**config.mk**
```make
export PLATFORM = sky130hd
export DESIGN_NAME = uart_tx_buffered
export DESIGN_NICKNAME = d
export VERILOG_FILES = /design/src/rtl/uart_pkg.sv /design/src/rtl/sync_fifo.sv /design/src/rtl/uart_tx_buffered.sv
export SDC_FILE = /design/constraint.sdc
export NUM_CORES = 1
export LEC_CHECK = 0
export CAP_MARGIN = 20
export CORE_ASPECT_RATIO = 1.25
export CORE_MARGIN = 3
export CORE_UTILIZATION = 50
export CTS_BUF_LIST = sky130_fd_sc_hd__clkbuf_8
export DETAILED_ROUTE_END_ITERATION = 12
export PLACE_DENSITY = 0.79
export SYNTH_ARGS = -nofsm -noshare
export SYNTH_HDL_FRONTEND = slang
export SYNTH_SLANG_ARGS = --single-unit
```
**constraint.sdc**
```tcl
create_clock -name clk -period 3 [get_ports clk]
set_clock_uncertainty 0.2 [all_clocks]
set_input_delay 0.9 -clock clk [delete_from_list [all_inputs] [get_ports clk]]
set_output_delay 0.9 -clock clk [all_outputs]
set_load 0.02 [all_outputs]
```
**src/rtl/uart_pkg.sv**
```systemverilog
// Shared UART definitions: frame geometry, default bit timing and transmitter FSM states.
package uart_pkg;

    localparam int unsigned UART_DATA_BITS    = 8;
    localparam int unsigned UART_FRAME_BITS   = 10;
    localparam int unsigned UART_CLKS_PER_BIT = 10416;

    typedef enum logic [1:0] {
        IDLE  = 2'd0,
        START = 2'd1,
        DATA  = 2'd2,
        STOP  = 2'd3
    } uart_state_e;

endpackage

```
**src/rtl/sync_fifo.sv**
```systemverilog
// Synchronous FIFO with first-word fall-through read from registered storage.
// Full/empty come from the occupancy counter; pointers wrap naturally.
module sync_fifo #(
    parameter int unsigned WIDTH = 8,
    parameter int unsigned DEPTH = 8,
    localparam int unsigned AW   = $clog2(DEPTH),
    localparam int unsigned CW   = $clog2(DEPTH) + 1
) (
    input  logic             clk,
    input  logic             rst,
    input  logic             push,
    input  logic [WIDTH-1:0] wr_data,
    input  logic             pop,
    output logic [WIDTH-1:0] rd_data,
    output logic [CW-1:0]    count,
    output logic             full,
    output logic             empty
);

    logic [WIDTH-1:0] mem_q [DEPTH];
    logic [AW-1:0]    wr_ptr_q, wr_ptr_d;
    logic [AW-1:0]    rd_ptr_q, rd_ptr_d;
    logic [CW-1:0]    count_q, count_d;
    logic             full_q, full_d;
    logic             empty_q, empty_d;
    logic             push_ok, pop_ok;

    always_comb begin
        push_ok  = push && !full_q;
        pop_ok   = pop && !empty_q;
        wr_ptr_d = push_ok ? wr_ptr_q + AW'(1) : wr_ptr_q;
        rd_ptr_d = pop_ok ? rd_ptr_q + AW'(1) : rd_ptr_q;
        count_d  = count_q + CW'(push_ok) - CW'(pop_ok);
        full_d   = (count_d == CW'(DEPTH));
        empty_d  = (count_d == '0);
    end

    always_ff @(posedge clk) begin
        if (rst) begin
            wr_ptr_q <= '0;
            rd_ptr_q <= '0;
            count_q  <= '0;
            full_q   <= 1'b0;
            empty_q  <= 1'b1;
        end else begin
            wr_ptr_q <= wr_ptr_d;
            rd_ptr_q <= rd_ptr_d;
            count_q  <= count_d;
            full_q   <= full_d;
            empty_q  <= empty_d;
        end
    end

    // Storage is not reset; contents are only visible through a non-zero count.
    always_ff @(posedge clk) begin
        if (push_ok) begin
            mem_q[wr_ptr_q] <= wr_data;
        end
    end

    assign rd_data = mem_q[rd_ptr_q];
    assign count   = count_q;
    assign full    = full_q;
    assign empty   = empty_q;

endmodule

```
**src/rtl/uart_tx_buffered.sv**
```systemverilog
// Byte-buffered 8N1 UART transmitter: valid/ready byte input into a FIFO,
// serialised LSB first with start/stop bits and zero gap between queued frames.
module uart_tx_buffered
    import uart_pkg::*;
#(
    parameter int unsigned  CLKS_PER_BIT = UART_CLKS_PER_BIT,
    parameter int unsigned  FIFO_DEPTH   = 8,
    localparam int unsigned CW           = $clog2(FIFO_DEPTH) + 1
) (
    input  logic          clk,
    input  logic          rst,
    input  logic [7:0]    tx_data,
    input  logic          tx_valid,
    output logic          tx_ready,
    output logic          dout,
    output logic          busy,
    output logic [CW-1:0] count
);

    localparam int unsigned CNT_W = $clog2(CLKS_PER_BIT);
    localparam int unsigned BIT_W = $clog2(UART_DATA_BITS);
    localparam logic [CNT_W-1:0] LAST_CNT = CNT_W'(CLKS_PER_BIT - 1);
    localparam logic [BIT_W-1:0] LAST_BIT = BIT_W'(UART_DATA_BITS - 1);

    uart_state_e      state_q, state_d;
    logic [CNT_W-1:0] cnt_q, cnt_d;
    logic [BIT_W-1:0] bit_idx_q, bit_idx_d;
    logic [7:0]       shreg_q, shreg_d;
    logic             dout_q, dout_d;
    logic             busy_q, busy_d;

    logic             pop_c;
    logic             push_c;
    logic             bit_end;
    logic [7:0]       fifo_rd_data;
    logic [CW-1:0]    fifo_count;
    logic [CW-1:0]    fifo_count_nxt;
    logic             fifo_full;
    logic             fifo_empty;

    sync_fifo #(
        .WIDTH (8),
        .DEPTH (FIFO_DEPTH)
    ) u_fifo (
        .clk     (clk),
        .rst     (rst),
        .push    (tx_valid),
        .wr_data (tx_data),
        .pop     (pop_c),
        .rd_data (fifo_rd_data),
        .count   (fifo_count),
        .full    (fifo_full),
        .empty   (fifo_empty)
    );

    // Next-state: bit timing, frame sequencing and FIFO pops.
    always_comb begin
        state_d   = state_q;
        cnt_d     = cnt_q;
        bit_idx_d = bit_idx_q;
        shreg_d   = shreg_q;
        dout_d    = dout_q;
        pop_c     = 1'b0;
        bit_end   = (cnt_q == LAST_CNT);

        if (state_q != IDLE) begin
            cnt_d = bit_end ? '0 : cnt_q + CNT_W'(1);
        end

        case (state_q)
            IDLE: begin
                if (!fifo_empty) begin
                    pop_c   = 1'b1;
                    shreg_d = fifo_rd_data;
                    cnt_d   = '0;
                    state_d = START;
                    dout_d  = 1'b0;
                end
            end
            START: begin
                if (bit_end) begin
                    state_d   = DATA;
                    bit_idx_d = '0;
                    dout_d    = shreg_q[0];
                end
            end
            DATA: begin
                if (bit_end) begin
                    if (bit_idx_q == LAST_BIT) begin
                        state_d = STOP;
                        dout_d  = 1'b1;
                    end else begin
                        bit_idx_d = bit_idx_q + BIT_W'(1);
                        shreg_d   = shreg_q >> 1;
                        dout_d    = shreg_q[1];
                    end
                end
            end
            STOP: begin
                // Chain straight into the next start bit when more bytes are queued.
                if (bit_end) begin
                    if (!fifo_empty) begin
                        pop_c   = 1'b1;
                        shreg_d = fifo_rd_data;
                        state_d = START;
                        dout_d  = 1'b0;
                    end else begin
                        state_d = IDLE;
                        dout_d  = 1'b1;
                    end
                end
            end
            default: begin
                state_d = IDLE;
                dout_d  = 1'b1;
            end
        endcase

        push_c         = tx_valid && !fifo_full;
        fifo_count_nxt = fifo_count + CW'(push_c) - CW'(pop_c);
        busy_d         = (state_d != IDLE) || (fifo_count_nxt != '0);
    end

    always_ff @(posedge clk) begin
        if (rst) begin
            state_q   <= IDLE;
            cnt_q     <= '0;
            bit_idx_q <= '0;
            shreg_q   <= '0;
            dout_q    <= 1'b1;
            busy_q    <= 1'b0;
        end else begin
            state_q   <= state_d;
            cnt_q     <= cnt_d;
            bit_idx_q <= bit_idx_d;
            shreg_q   <= shreg_d;
            dout_q    <= dout_d;
            busy_q    <= busy_d;
        end
    end

    assign tx_ready = !fifo_full;
    assign count    = fifo_count;
    assign dout     = dout_q;
    assign busy     = busy_q;

endmodule

```
Word-level counts from Yosys, hierarchy flattened
Memory sizes are Yosys's and may differ from the RTL's. A register that Yosys moved wholly into a read port is not among the register bits.
Index checks and enable logic that the tools add are counted.
W data, S select, Z words.
- flip-flop bits (word level): 41
- output and inout bits: 7
- bits of input ports: 11
- memory bits (writable): 64
- word-level logic and storage cells: 79
- memories kept: 1
- memories (memory ; depth ; width ; rd ports ; clocked after Yosys merged registers in ; write ports ; RTL line ; text):
    u_fifo.mem_q ; 8 ; 8 ; 1 ; 1 ; 1 ; sync_fifo.sv:20 ; logic [WIDTH-1:0] mem_q [DEPTH];
- reductions and logical operators: 15
- $add $sub $neg: 7
- muxes and demuxes: 34
- equal/unequal tests: 11
- operators with widths (kind ; count):
    $mux W14 ; 4
    $mux W8 ; 4
    $pmux W8 S3 ; 1
    $mux W3 ; 5
    $add A14 B1 Y14 const B ; 1
    $eq A14 B14 Y1 const B ; 1
    $reduce_and A4 Y1 ; 3
    $mux W1 ; 11
    $mux W2 ; 5
    $ne A2 B2 Y1 const B ; 5
    $add A3 B1 Y3 const B ; 3
    $pmux W2 S4 ; 1
    $sub A4 B1 Y4 ; 2
    $pmux W3 S2 ; 1
    $reduce_bool A2 Y1 ; 3
    $add A4 B1 Y4 ; 1
    $eq A2 B2 Y1 const B ; 2
    $eq A4 B4 Y1 const B ; 1
    $logic_not A4 Y1 ; 1
    $pmux W1 S4 ; 1
    $reduce_bool A4 Y1 ; 1
    $eq A3 B3 Y1 const B ; 1
    $reduce_bool A3 Y1 ; 1
    $eq A2 B1 Y1 const B ; 1
    5 further kinds ; 7

Logic depth before layout (Yosys ltp)
Gate-level depths: netlist of the first run.
- word-level depth: 6
- mapped depth: 10
- mapped depth without buffers: 10

Hierarchy
Synthesis of the first run repeated with hierarchy kept, for this count alone.
- cells, all modules: 382
- area total of the unflattened synthesis: 4931.0 um^2
- modules (own cells, without submodules) (module ; area an instance (um^2) ; times used ; cells each ; sequential area each (um^2)):
    sync_fifo ; 3166.8 ; 1 ; 169 ; 2222.1
    uart_tx_buffered ; 1764.2 ; 1 ; 213 ; 580.6

Worst setup path after synthesis of the first run
OpenSTA, ideal clock, no wires.
- kind: register to register
- start point: register cnt_q[9]
- end point: register u_fifo.empty_q, in the netlist u_fifo.empty
- arrival: 2409 ps
- setup time: 115 ps
- data required time: 2685 ps
- path buffers: 1
- slack: 277 ps
- period minus slack after synthesis: 2723 ps
- stages on the path, launching flop included: 11
- path through: dfxtp_1 > or4b_1 > buf_2 > nor4_4 > a21oi_1 > nor3_1 > ha_1 > ha_1 > xnor2_1 > and3_1 > o21a_1
- cells in the longest elaborated chain, start to end: 6
- RTL lines (item ; RTL line ; text):
    from (decl) ; uart_tx_buffered.sv:26 ; logic [CNT_W-1:0] cnt_q, cnt_d;
    from (signal assigned) ; uart_tx_buffered.sv:134 ; cnt_q <= cnt_d;
    $eq A14 B14 Y1 ; uart_tx_buffered.sv:64 ; bit_end = (cnt_q == LAST_CNT);
    $mux W1 ; uart_tx_buffered.sv:101 ; if (bit_end) begin
    $pmux W1 S2 ; uart_tx_buffered.sv:70 ; case (state_q)
    $logic_and A1 B1 Y1 ; sync_fifo.sv:30 ; pop_ok = pop && !empty_q;
    $sub A4 B1 Y4 ; sync_fifo.sv:33 ; count_d = count_q + CW'(push_ok) - CW'(pop_ok);
    $logic_not A4 Y1 ; sync_fifo.sv:35 ; empty_d = (count_d == '0);
    to (signal assigned) ; sync_fifo.sv:50 ; empty_q <= empty_d;
    to (decl) ; sync_fifo.sv:25 ; logic empty_q, empty_d;
Every way passes these cells.
A chain may end at the register's enable or synchronous reset.

Worst setup path after layout of the first run
- start point: register cnt_q[11]
- end point: register u_fifo.empty_q, in the netlist u_fifo.empty
Same word-level chain as after synthesis.

==> results of run 1 <==
[kinds of logic after synthesis]
kind of cell,share of synthesized area
flops,0.590
mux,0.101
fa+ha+maj,0.0395
simple gates,0.118
buf+inv,0.0295
compound gates,0.109
xor+xnor,0.0129
[final cells by class]
| type | instances | area (um^2) |
|---|---|---|
| repair buffers | 31 | 288 |
| clock buffers | 9 | 124 |
| clock inverters | 7 | 108 |
| inverters | 18 | 67.6 |
| flip-flops and latches | 108 | 2800 |
| multi-input cells | 238 | 1830 |
| fillers | 713 | 3850 |
| well taps | 123 | 154 |
[sequential cells by signal (all words and copies together), names as in the netlist, named ones only]
register,flops
u_fifo.full,1
dout,1
busy,1
u_fifo.empty,1
shreg_q,8
u_fifo.rd_ptr_q,3
u_fifo.wr_ptr_q,3
u_fifo.count,4
cnt_q,14
state_q,2
u_fifo.mem_q,64
bit_idx_q,3
[cells in the mapped netlist, types with 2 or more instances]
cell type	n	share of area
or3_1	8	0.011
xor2_1	4	0.0074
a311oi_1	3	0.0055
edfxtp_1	64	0.40
nor4_1	6	0.0079
nand2_1	16	0.013
a21o_1	3	0.0047
buf_1	3	0.0024
xnor2_1	3	0.0055
a21oi_1	26	0.027
nor3b_1	3	0.0047
and2_1	3	0.0039
nor2b_1	3	0.0039
nor2_1	34	0.027
dfxtp_1	44	0.19
nand3_1	9	0.0095
inv_1	18	0.014
mux2_2	8	0.019
a31o_2	3	0.0055
or4_1	2	0.0032
a22oi_1	5	0.0079
ha_1	15	0.039
o31ai_1	8	0.013
mux2i_1	3	0.0063
nand2b_1	7	0.0092
nand3b_1	2	0.0032
clkbuf_1	11	0.0087
a41oi_1	3	0.0055
a31oi_1	3	0.0039
o21ai_0	19	0.020
o41ai_1	2	0.0037
nor3_1	9	0.0095
mux4_2	16	0.076
buf_2	4	0.0042
[critical path, cell delays in order (launching register included)]
cell	delay (ns)
dfxtp_1	0.44
or4b_4	0.55
nor4_4	0.18
a21oi_1	0.17
nor3_2	0.20
ha_1	0.21
nor3b_1	0.28
xnor2_1	0.17
nand2b_1	0.11
o21a_1	0.11
[worst max-delay path by stage]
stage | depth (start not counted) | to | slack [ns] | from
2_1_floorplan | 10 | u_fifo.empty$_SDFF_PP1_ | 0.28 | cnt_q[9]$_SDFF_PP0_
3_3_place_gp | 9 | u_fifo.empty$_SDFF_PP1_ | 0.05 | tx_valid
3_5_place_dp | 9 | u_fifo.empty$_SDFF_PP1_ | -0.05 | tx_valid
4_1_cts | 9 | u_fifo.empty$_SDFF_PP1_ | 0.13 | cnt_q[11]$_SDFF_PP0_
5_1_grt | 9 | u_fifo.empty$_SDFF_PP1_ | 0.04 | cnt_q[11]$_SDFF_PP0_
6_report | 9 | u_fifo.empty$_SDFF_PP1_ | 0.28 | cnt_q[11]$_SDFF_PP0_
[metal layers]
| metal | track usage | up-vias |
|---|---|---|
| li1 | - | 1494 |
| met1 | 0.206 | 1523 |
| met2 | 0.326 | 53 |
| met3 | 0.0419 | 15 |
| met4 | 0.0655 | 0 |
| met5 | 0 | - |
[where the power goes]
group | internal [mW] | switching (mW)
Clock | 0.486 | 0.511
Sequential | 1.72 | 0.109
Combinational | 0.527 | 0.599
[through the flow]
stage	cells	utilization
detailed placement	518	0.556
global placement	518	0.556
floorplan	382	-
global route	534	0.582
finish	534	0.582
CTS	534	0.581
==> impl_metrics.toml, run 1 <==
[setup_path]
crit_type = "register to register"
ff2ff_setup_slack_ns = 0.28
ff2ff_path_depth = 9
critical_path_arrival_ns = 2.79
cp-start-kind = "register"
r2r-start = "cnt_q[11]$_SDFF_PP0_"
required_ns = 3.08
worstReg2RegEnd = "u_fifo.empty$_SDFF_PP1_"
cp_max_fo = 7
end_kind = "register"

[global_routing]
grt_overflow_total = 0
grt_pass1_vias = 3102
grt_max_degree = 38
grt_pass1_wl_um = 14800
track_usage = 0.180
antenna_found_initial = 0

[synthesis]
syn_nets = 408
synth_seq_cells = 108
ys_seq_area_frac = 0.590
syn_inst = 382
synth_cell_types = 46
ys.flop_type = "edfxtp_1"
yosysWarnings = 0
synth_area_per_cell_um2 = 12.4
synth_edf_count = 64
synth_area_um2 = 4750
async_flop_share = 0

[detailed_routing]
wl_met3_um = 249
vias = 3085
routedWlPerCell_um = 16.7
drt-initial-drc-count = 190
first_pass_iters = 4
drc = 0
avgViaCountPerCell = 5.78
wl_um = 8910
final_antenna_net_count = 0
dr_wl_met2_um = 4840
wl_met1_um = 3670
highest_layer = "met4"

[cts]
clk-insertion-delay-late_ns = 0.37
clock-sinks = 108
cts_buffer_depth = 2
numCtsBuffers = 9
clkTransAtPathRegs_ns = 0.10
cts_setup_buffers = 0
cts_resized = 0
ctsHoldBuffers = 0
cts_tree = "done"
cts_root_buf = "clkbuf_8"
htreeDepth = 3

[power]
powerDensity_nw_per_um2 = 736
total_power_mw = 3.95
ir_drop_v = 0.000506
p_leak_nw = 1.80

[sta]
min_period_over_period = 0.906
hold_viol = 0
fin_crit_ns = 2.72
max_slew_margin = 0.517
holdWs_ns = 0.279
tns_ns = 0
drv_slew = 0
fmax_mhz = 368
setup_viol = 0
rsz0062_at_grt = "false"
fin_ws_ns = 0.283
worstMarginPinSlew_ns = 0.723

[floorplan]
rows = 39
num_io_pins = 18
start_util = 0.515
die_y_um = 115
floorplan.die.width_um = 93.2
core_um2 = 9220
die_area_um2 = 10700

[min_path]
hp-start = "shreg_q[2]$_SDFFE_PP0P_"
min_path_cells = 2
hold_path.class = "register to register"
min_to = "shreg_q[2]$_SDFFE_PP0P_"

[final_layout]
drive_above_1_share = 0.151
antennaDiodeCount = 0
area_delta_synth_final_pct = 13.0
stdcell_area_um2 = 5370
most-common-layout-cells = "edfxtp_1, dfxtp_1, nor2_1"
fin_nets = 432
mostFrequentLayoutCell = "edfxtp_1"

[place]
place_ws_ns = -0.0457
place_congestion = 0.806
portBuffers = 17
place_hpwl_um = 6050
place_area_um2 = 5130

[run_status]
status = "finished clean"

[run]
cap_violations = 0
Power figures use the tool's default switching activity.
==> run 2, diff against run 1 <==
--- a/config.mk
+++ b/config.mk
@@ -7,10 +7,10 @@
 export LEC_CHECK = 0
 export CAP_MARGIN = 20
 export CORE_ASPECT_RATIO = 1.25
-export CORE_MARGIN = 3
 export CORE_UTILIZATION = 50
 export CTS_BUF_LIST = sky130_fd_sc_hd__clkbuf_8
 export DETAILED_ROUTE_END_ITERATION = 12
+export MAX_ROUTING_LAYER = met4
 export PLACE_DENSITY = 0.79
 export SYNTH_ARGS = -nofsm -noshare
 export SYNTH_HDL_FRONTEND = slang
==> impl_metrics.toml, run 2 (synthesized netlist as in run 1, its figures left out) <==
[cts]
cts_resized = 0
cts_root_buf = "clkbuf_8"
clock-sinks = 108
numCtsBuffers = 9
cts_buffer_depth = 2
cts_tree = "done"
cts_setup_buffers = 0
clkTransAtPathRegs_ns = 0.11
ctsHoldBuffers = 0
clk-insertion-delay-late_ns = 0.37
htreeDepth = 3

[sta]
holdWs_ns = 0.281
fmax_mhz = 362
hold_viol = 0
rsz0062_at_grt = "false"
setup_viol = 0
worstMarginPinSlew_ns = 0.687
drv_slew = 0
fin_crit_ns = 2.76
min_period_over_period = 0.921
max_slew_margin = 0.542

[power]
powerDensity_nw_per_um2 = 738
p_int_mw = 2.73
p_seq_frac = 0.456
pwr-share-clk = 0.253
ir_drop_v = 0.000431
swShare = 0.311
p_sw_mw = 1.23
p_leak_nw = 1.81
combPwrFrac = 0.291

[detailed_routing]
drt-initial-drc-count = 187
drc = 0
vias = 3127
final_antenna_net_count = 0
wl_um = 9170
first_pass_iters = 4
routedWlPerCell_um = 17.1
avgViaCountPerCell = 5.83

[setup_path]
critical_path_arrival_ns = 2.83
cp-start-kind = "register"
crit_type = "register to register"
end_kind = "register"
cp_max_fo = 7
required_ns = 3.07

[final_layout]
fin_nets = 434
most-common-layout-cells = "edfxtp_1, dfxtp_1, nor2_1"
reg_top3 = "u_fifo.mem_q: 64 flops, cnt_q: 14 flops, shreg_q: 8 flops"
antennaDiodeCount = 0
area_delta_synth_final_pct = 13.1
largest-register = "u_fifo.mem_q"
register_area_um2 = 2800
fin_util = 0.586
mostFrequentLayoutCell = "edfxtp_1"
fillers = 736
largest_reg_flops = 64
instances_no_fill = 536
drive_above_1_share = 0.157
multi_input_area_um2 = 1830

[floorplan]
die_y_um = 111
core_um2 = 9170
num_io_pins = 18
start_util = 0.518
die_area_um2 = 9900
floorplan.die.width_um = 89.2
rows = 39

[run_status]
status = "finished clean"

[global_routing]
grt_pass1_wl_um = 14800
grt_max_degree = 24
grt_overflow_total = 0
track_usage = 0.208
grt_pass1_vias = 3112
antenna_found_initial = 0

[place]
place_hpwl_um = 6200
dp_cells = 520
portBuffers = 17
place_congestion = 0.908

[min_path]
hold_path.class = "register to register"

[run]
cap_violations = 0
[run 2: per-stage QoR]
step	setup slack [ns]	setup TNS, ns	instance area (um^2)	power [mW]
floorplan	0.277	0	4750	2.65
global placement	0.0487	0	5130	2.94
detailed placement	-0.0533	-0.0951	5130	2.99
CTS	0.106	0	5360	3.99
global route	0.0464	0	5380	4.17
finish	0.238	0	5380	3.97
[run 2: cell type report]
| cell class | instances | share of cell area |
|---|---|---|
| inverter | 18 | 0.0126 |
| clock buffer | 9 | 0.0230 |
| multi-input combinational | 238 | 0.341 |
| tap | 123 | 0.0286 |
| clock inverter | 7 | 0.0198 |
| timing repair buffer | 33 | 0.0540 |
| sequential | 108 | 0.521 |
[run 2: worst max-delay path, stage by stage, from the launching register on]
cell	delay, ns
dfxtp_1	0.46
or4b_4	0.55
nor4_4	0.17
a21oi_1	0.16
nor3_1	0.24
ha_1	0.23
ha_1	0.17
xnor2_1	0.10
and3_1	0.22
o21a_1	0.17
[run 2: metal layers]
metal	vias up	wire length [um]	part of all wire	GRT usage
met5	-	0	0	-
met2	50	4990	0.54	0.357
li1	1500	-	-	-
met4	0	221	0.024	0.0857
met3	20	211	0.023	0.0402
met1	1557	3750	0.41	0.232
[run 2: path summary, 6_finish.rpt]
path	endpoint	cells after the start	slack [ns]	from
max reg2reg	u_fifo.empty$_SDFF_PP1_	9	0.24	cnt_q[11]$_SDFF_PP0_
max	u_fifo.empty$_SDFF_PP1_	9	0.24	cnt_q[11]$_SDFF_PP0_
min	shreg_q[0]$_SDFFE_PP0P_	2	0.28	shreg_q[0]$_SDFFE_PP0P_
min reg2reg	shreg_q[0]$_SDFFE_PP0P_	2	0.28	shreg_q[0]$_SDFFE_PP0P_
[run 2: power groups by stage]
| stage | clock network [mW] | logic, mW | registers (mW) |
|---|---|---|---|
| 6_report | 1.00 | 1.16 | 1.81 |
| 5_1_grt | 1.07 | 1.28 | 1.83 |
| 4_1_cts | 1.03 | 1.16 | 1.81 |
| 3_5_place_dp | 0 | 1.15 | 1.84 |
| 3_3_place_gp | 0 | 1.10 | 1.84 |
| 2_1_floorplan | 0 | 0.808 | 1.84 |
==> RTL edit 1 (config.mk and constraints of run 1) <==
The 4 states of `uart_state_e` get a one-hot encoding in 4 bits.
--- a/src/rtl/uart_pkg.sv
+++ b/src/rtl/uart_pkg.sv
@@ -5,11 +5,11 @@
     localparam int unsigned UART_FRAME_BITS   = 10;
     localparam int unsigned UART_CLKS_PER_BIT = 10416;
 
-    typedef enum logic [1:0] {
-        IDLE  = 2'd0,
-        START = 2'd1,
-        DATA  = 2'd2,
-        STOP  = 2'd3
+    typedef enum logic [3:0] {
+        IDLE  = 4'b0001,
+        START = 4'b0010,
+        DATA  = 4'b0100,
+        STOP  = 4'b1000
     } uart_state_e;
 
 endpackage
Check against the original RTL: same outputs for any inputs over 10 cycles, from zero or initial values and one cycle with rst high; not proved beyond that.
==> RTL edit 1 against run 1 <==
Critical path depth shrank 1; cell area rose by 2.0%; cell count is 0.19% lower; area after synthesis rose by 4.0%; non-clock buffer count increased by 4; worst setup slack gained 0.074 ns; sequential cell count grew 2; core utilization increased by 0.21 points; routed wire length up 1.3%; via count rose by 0.39%; power rose by 4.6%; clock power decreased by 5.0%.
==> RTL edit 1: results (changes against run 1) <==
Status: finished clean
CTS max path bufs: 2 (unchanged)
CP Max Fanout: 3 (-4)
Hold EP: shreg_q[7]$_SDFFE_PP0P_
Synth top cells by count: edfxtp_1, dfxtp_1, nor2_1
Post-detail-place hpwl: 6.247 mm (+3.2%)
Worst slew pin tran: 0.8861 ns (+0.1631 ns)
# resized after CTS: 0 (unchanged)
Unique masters post-synth: 64 (+39%)
Vias in the first global route: 3007 (-3.1%)
CTS buffer count: 9 (unchanged)
Hold_sp: shreg_q[7]$_SDFFE_PP0P_
Reg2Reg Setup Slack: 0.42 ns (+0.14 ns)
Setup TNS Final: 0 ns (unchanged)
Placed insts: 517 (-0.19%)
Maximum vdd ir drop: 0.0004516 V (-11%)
Instance area at placement: 5264 µm² (+2.6%)
Lkg Pwr: 1.883 nW (+4.5%)
Routability Congestion: 0.8661 (+7.4%)
FILL cells: 740 (+3.8%)
# port buffers: 17 (unchanged)
Vias/cell: 5.811 (+0.58%)
Largest net degree at the start of global routing: 24 (-37%)
Worst EP arrival: 2.77 ns (-0.02 ns)
Worst Hold Depth: 2 (unchanged)
Register area share after synthesis: 0.5749 (-0.01473)
First-pass GRT wire length: 15.23 mm (+3.1%)
Yosys warns: 0 (unchanged)
# diodes: 0 (unchanged)
Fraction of layout cells with a size suffix above 1: 0.1659 (+0.01500)
Post-synth EDFFs: 64 (unchanged)
Setup WS pre-CTS: -0.01659 ns (+0.02910 ns)
Mapped Nets: 402 (-1.5%)
1st-iter DRT viols: 124 (-35%)
R2R depth: 8 (-1)
Routed wire per std cell: 16.93 µm (+1.5%)
Top post-synthesis cells by area: edfxtp_1, dfxtp_1, mux4_2
Layout Cells excl Fill: 533 (-0.19%)
Core Util, Final: 0.5844 (+0.002120)
Mapped Cells: 381 (-0.26%)
Nets@finish: 426 (-1.4%)
RR Startpoint: state_q[0]$_SDFF_PP1_
H-Tree Depth: 3 (unchanged)
GRT Total Usage: 0.1808 (+0.001281)
==> RTL edit 1: cell types whose count changed after synthesis, moves of 7 or more <==
cell,before,now
or3_1,8,1
inv_1,18,8
a31oi_1,3,13
mux2i_1,3,15
o31ai_1,8,0
o21ai_0,19,11
a21oi_1,26,16
a22o_1,0,8
==> RTL edit 1: worst max-delay path by stage <==
stage / slack (ns) / to / from / cells after the start
global route: 0.18 / u_fifo.full$_SDFF_PP0_ / tx_valid / 9
finish: 0.36 / u_fifo.empty$_SDFF_PP1_ / tx_valid / 8
floorplan: 0.34 / u_fifo.empty$_SDFF_PP1_ / tx_valid / 8
CTS: 0.36 / u_fifo.empty$_SDFF_PP1_ / tx_valid / 8
global placement: 0.09 / u_fifo.empty$_SDFF_PP1_ / tx_valid / 8
detailed placement: -0.02 / u_fifo.empty$_SDFF_PP1_ / tx_valid / 8
==> RTL edit 1: kinds of logic (layout without fill, tap and decap cells) <==
logic type,after synthesis,count (layout),share of synthesized area
compound gates,67,67,0.09439
flops,110,110,0.5749
buf+inv,31,60,0.03517
xor+xnor,10,10,0.01771
simple gates,120,120,0.1470
fa+ha+maj,10,10,0.02530
mux,33,33,0.1055
==> RTL edit 1: worst max-delay path, stage by stage <==
cell and delay (ns):
clkdlybuf4s50_1 0.44, nor2b_1 0.19, ha_1 0.26, inv_1 0.08, ha_1 0.17, nor3b_1 0.27, xor2_1 0.27, a41o_1 0.20
==> RTL edit 1: final cells by class <==
| type | count | area share |
|---|---|---|
| Clock buffer | 9 | 0.02262 |
| Inverter | 9 | 0.006170 |
| Tap cell | 123 | 0.02811 |
| Sequential cell | 110 | 0.5192 |
| Timing Repair Buffer | 35 | 0.05576 |
| Multi-Input combinational cell | 240 | 0.3521 |
| Clock inverter | 7 | 0.01600 |
==> RTL edit 1: routing by layer <==
layer	wire (µm)	GRT usage	up-vias
li1	-	-	1506
met1	3814	0.2248	1517
met2	4746	0.3104	56
met3	255	0.02877	18
met4	206	0.08277	0
met5	0	0	-
==> RTL edit 1: through the flow <==
stage / total power, mW / hold WS [ns]
floorplan: 2.861 / 0.2351
global placement: 3.164 / 0.2457
detailed placement: 3.223 / 0.2534
CTS: 4.163 / 0.2720
global route: 4.358 / 0.3028
finish: 4.132 / 0.2747
==> RTL edit 1: where the power goes <==
| part | leakage, nW | total, mW | switching (mW) | internal, mW |
|---|---|---|---|---|
| registers | 0.956 | 1.95 | 0.163 | 1.79 |
| clock network | 0.106 | 0.947 | 0.483 | 0.465 |
| logic | 0.821 | 1.24 | 0.631 | 0.605 |
| total | 1.88 | 4.13 | 1.28 | 2.86 |
==> RTL edit 2 (config.mk and constraints of run 1) <==
Made on the original files. Change the parameter `FIFO_DEPTH` from 8 to 4.
--- a/src/rtl/uart_tx_buffered.sv
+++ b/src/rtl/uart_tx_buffered.sv
@@ -4,7 +4,7 @@
     import uart_pkg::*;
 #(
     parameter int unsigned  CLKS_PER_BIT = UART_CLKS_PER_BIT,
-    parameter int unsigned  FIFO_DEPTH   = 8,
+    parameter int unsigned  FIFO_DEPTH   = 4,
     localparam int unsigned CW           = $clog2(FIFO_DEPTH) + 1
 ) (
     input  logic          clk,
Interface: changed (resized count); port bits go from 18 to 17. The function was not compared with the original's and may differ.
==> RTL edit 2 against run 1 <==
Hold slack improved by 0.0033 ns; maximum frequency is 1.5% higher; critical path type unchanged; worst setup slack gained 0.039 ns; sequential cell count down 36; area after synthesis down 29%; routed wire length decreased by 33%; cell area shrank 29%; die area fell by 27%; power decreased by 18%; largest cell class unchanged; largest power group unchanged.
==> RTL edit 2: results (changes against run 1) <==
Power Sequential: 1.35 mW (-26%)
Primary FF master, synth: dfxtp_1
Post-synthesis compound-gate area fraction: 0.1099 (+0.0009060)
Mux cell area share after synthesis: 0.1036 (+0.002534)
Non-CTS buffers: 22 (-29%)
1st-iter DRT viols: 124 (-35%)
Initial antenna violation count: 0 (unchanged)
Mapped Nets: 326 (-20%)
Fraction of layout cells with a size suffix above 1: 0.1505 (-0.0003814)
Post-Synth XOR/XNOR Area: 0.01549 (+0.002589)
First-pass GRT wire length: 10.42 mm (-29%)
Top Registers: u_fifo.mem_q x32, cnt_q x14, shreg_q x8
Routability Congestion: 0.8326 (+3.3%)
Synth Area in Adders: 0.06268 (+0.02320)
Unique masters post-synth: 52 (+13%)
Root Driver: clkbuf_8
Placed insts: 388 (-25%)
Maximum vdd ir drop: 0.0005138 V (+1.6%)
FILL cells: 518 (-27%)
Lkg Pwr: 1.354 nW (-25%)
Clock Pin Slew Worst Setup and Hold Paths: 0.07 ns (-0.03 ns)
Routed vias: 2305 (-25%)
NonClk Buf Share: 0.05358 (about the same)
Reg area: 1762 µm² (-37%)
Register area share after synthesis: 0.5192 (-0.07045)
Invs w/o clock: 8 (-10)
TritonCTS Sinks: 72 (-33%)
Relative slew slack: 0.4324 (-0.08495)
Nets@finish: 342 (-21%)
# port buffers: 16 (-1)
Largest net degree at the start of global routing: 30 (-21%)
GRT Total Usage: 0.1714 (-0.008062)
Setup WS pre-CTS: 0.08980 ns (+0.1355 ns)
Top post-synthesis cells by area: edfxtp_1, dfxtp_1, ha_1
Mapped Avg Cell Area: 11.39 µm² (-8.5%)
Post-synth EDFFs: 32 (-50%)
Synth top cells by count: dfxtp_1, nor2_1, edfxtp_1
Layout Cells excl Fill: 404 (-24%)
Latest clock arrival within the worst-skew pair: 0.35 ns (-0.02 ns)
P_clk: 752 µW (-25%)
Clock-cell share: 0.05129 (+0.008187)
Multi-input comb cells: 201 (-16%)
Area of the multi-input gates: 1530 µm² (-16%)
Power Internal: 2.136 mW (-22%)
DRT Wirelength: 6.004 mm (-33%)
Post-detail-place hpwl: 4.175 mm (-31%)
Status: finished clean
## RTL edit 2: cell count changes after synthesis, moves of 5 or more
| cell | delta |
|---|---|
| a21oi_1 | -17 |
| edfxtp_1 | -32 |
| inv_1 | -10 |
| mux4_2 | -8 |
| o21ai_0 | -6 |
| o31ai_1 | -8 |
| or3_1 | -5 |
## RTL edit 2: per-layer routing
metal | share of wire | global-route usage | wire, µm | vias up
li1 | - | - | - | 1143
met1 | 0.42 | 0.2002 | 2515 | 1118
met2 | 0.53 | 0.2939 | 3196 | 36
met3 | 0.035 | 0.04889 | 211 | 8
met4 | 0.013 | 0.06614 | 81 | 0
met5 | 0 | 0 | 0 | -
## RTL edit 2: worst max-delay path, cell delays in order (launching register included)
cell and delay [ns]:
dfxtp_1 0.40, or4_4 0.60, nor4_4 0.28, a21oi_2 0.13, nor3_2 0.22, ha_1 0.20
ha_1 0.16, xnor2_1 0.12, nor2_1 0.08, and3_1 0.19
## RTL edit 2: per-stage QoR
step | cell area, µm² | power (mW)
after global placement | 3633 | 2.488
after global routing | 3830 | 3.471
final | 3830 | 3.256
after detailed placement | 3633 | 2.533
after floorplan | 3393 | 2.233
after CTS | 3830 | 3.278
## RTL edit 2: path summary, 6_finish.rpt
| kind | from | end | slack [ns] | cells past startpoint |
|---|---|---|---|---|
| setup / recovery | cnt_q[4]$_SDFF_PP0_ | u_fifo.full$_SDFF_PP0_ | 0.32 | 9 |
| hold / removal | u_fifo.rd_ptr_q[1]$_SDFFE_PP0P_ | flop | 0.28 | 2 |
| setup reg to reg | cnt_q[4]$_SDFF_PP0_ | u_fifo.full$_SDFF_PP0_ | 0.32 | 9 |
| hold reg to reg | u_fifo.rd_ptr_q[1]$_SDFFE_PP0P_ | flop | 0.28 | 2 |
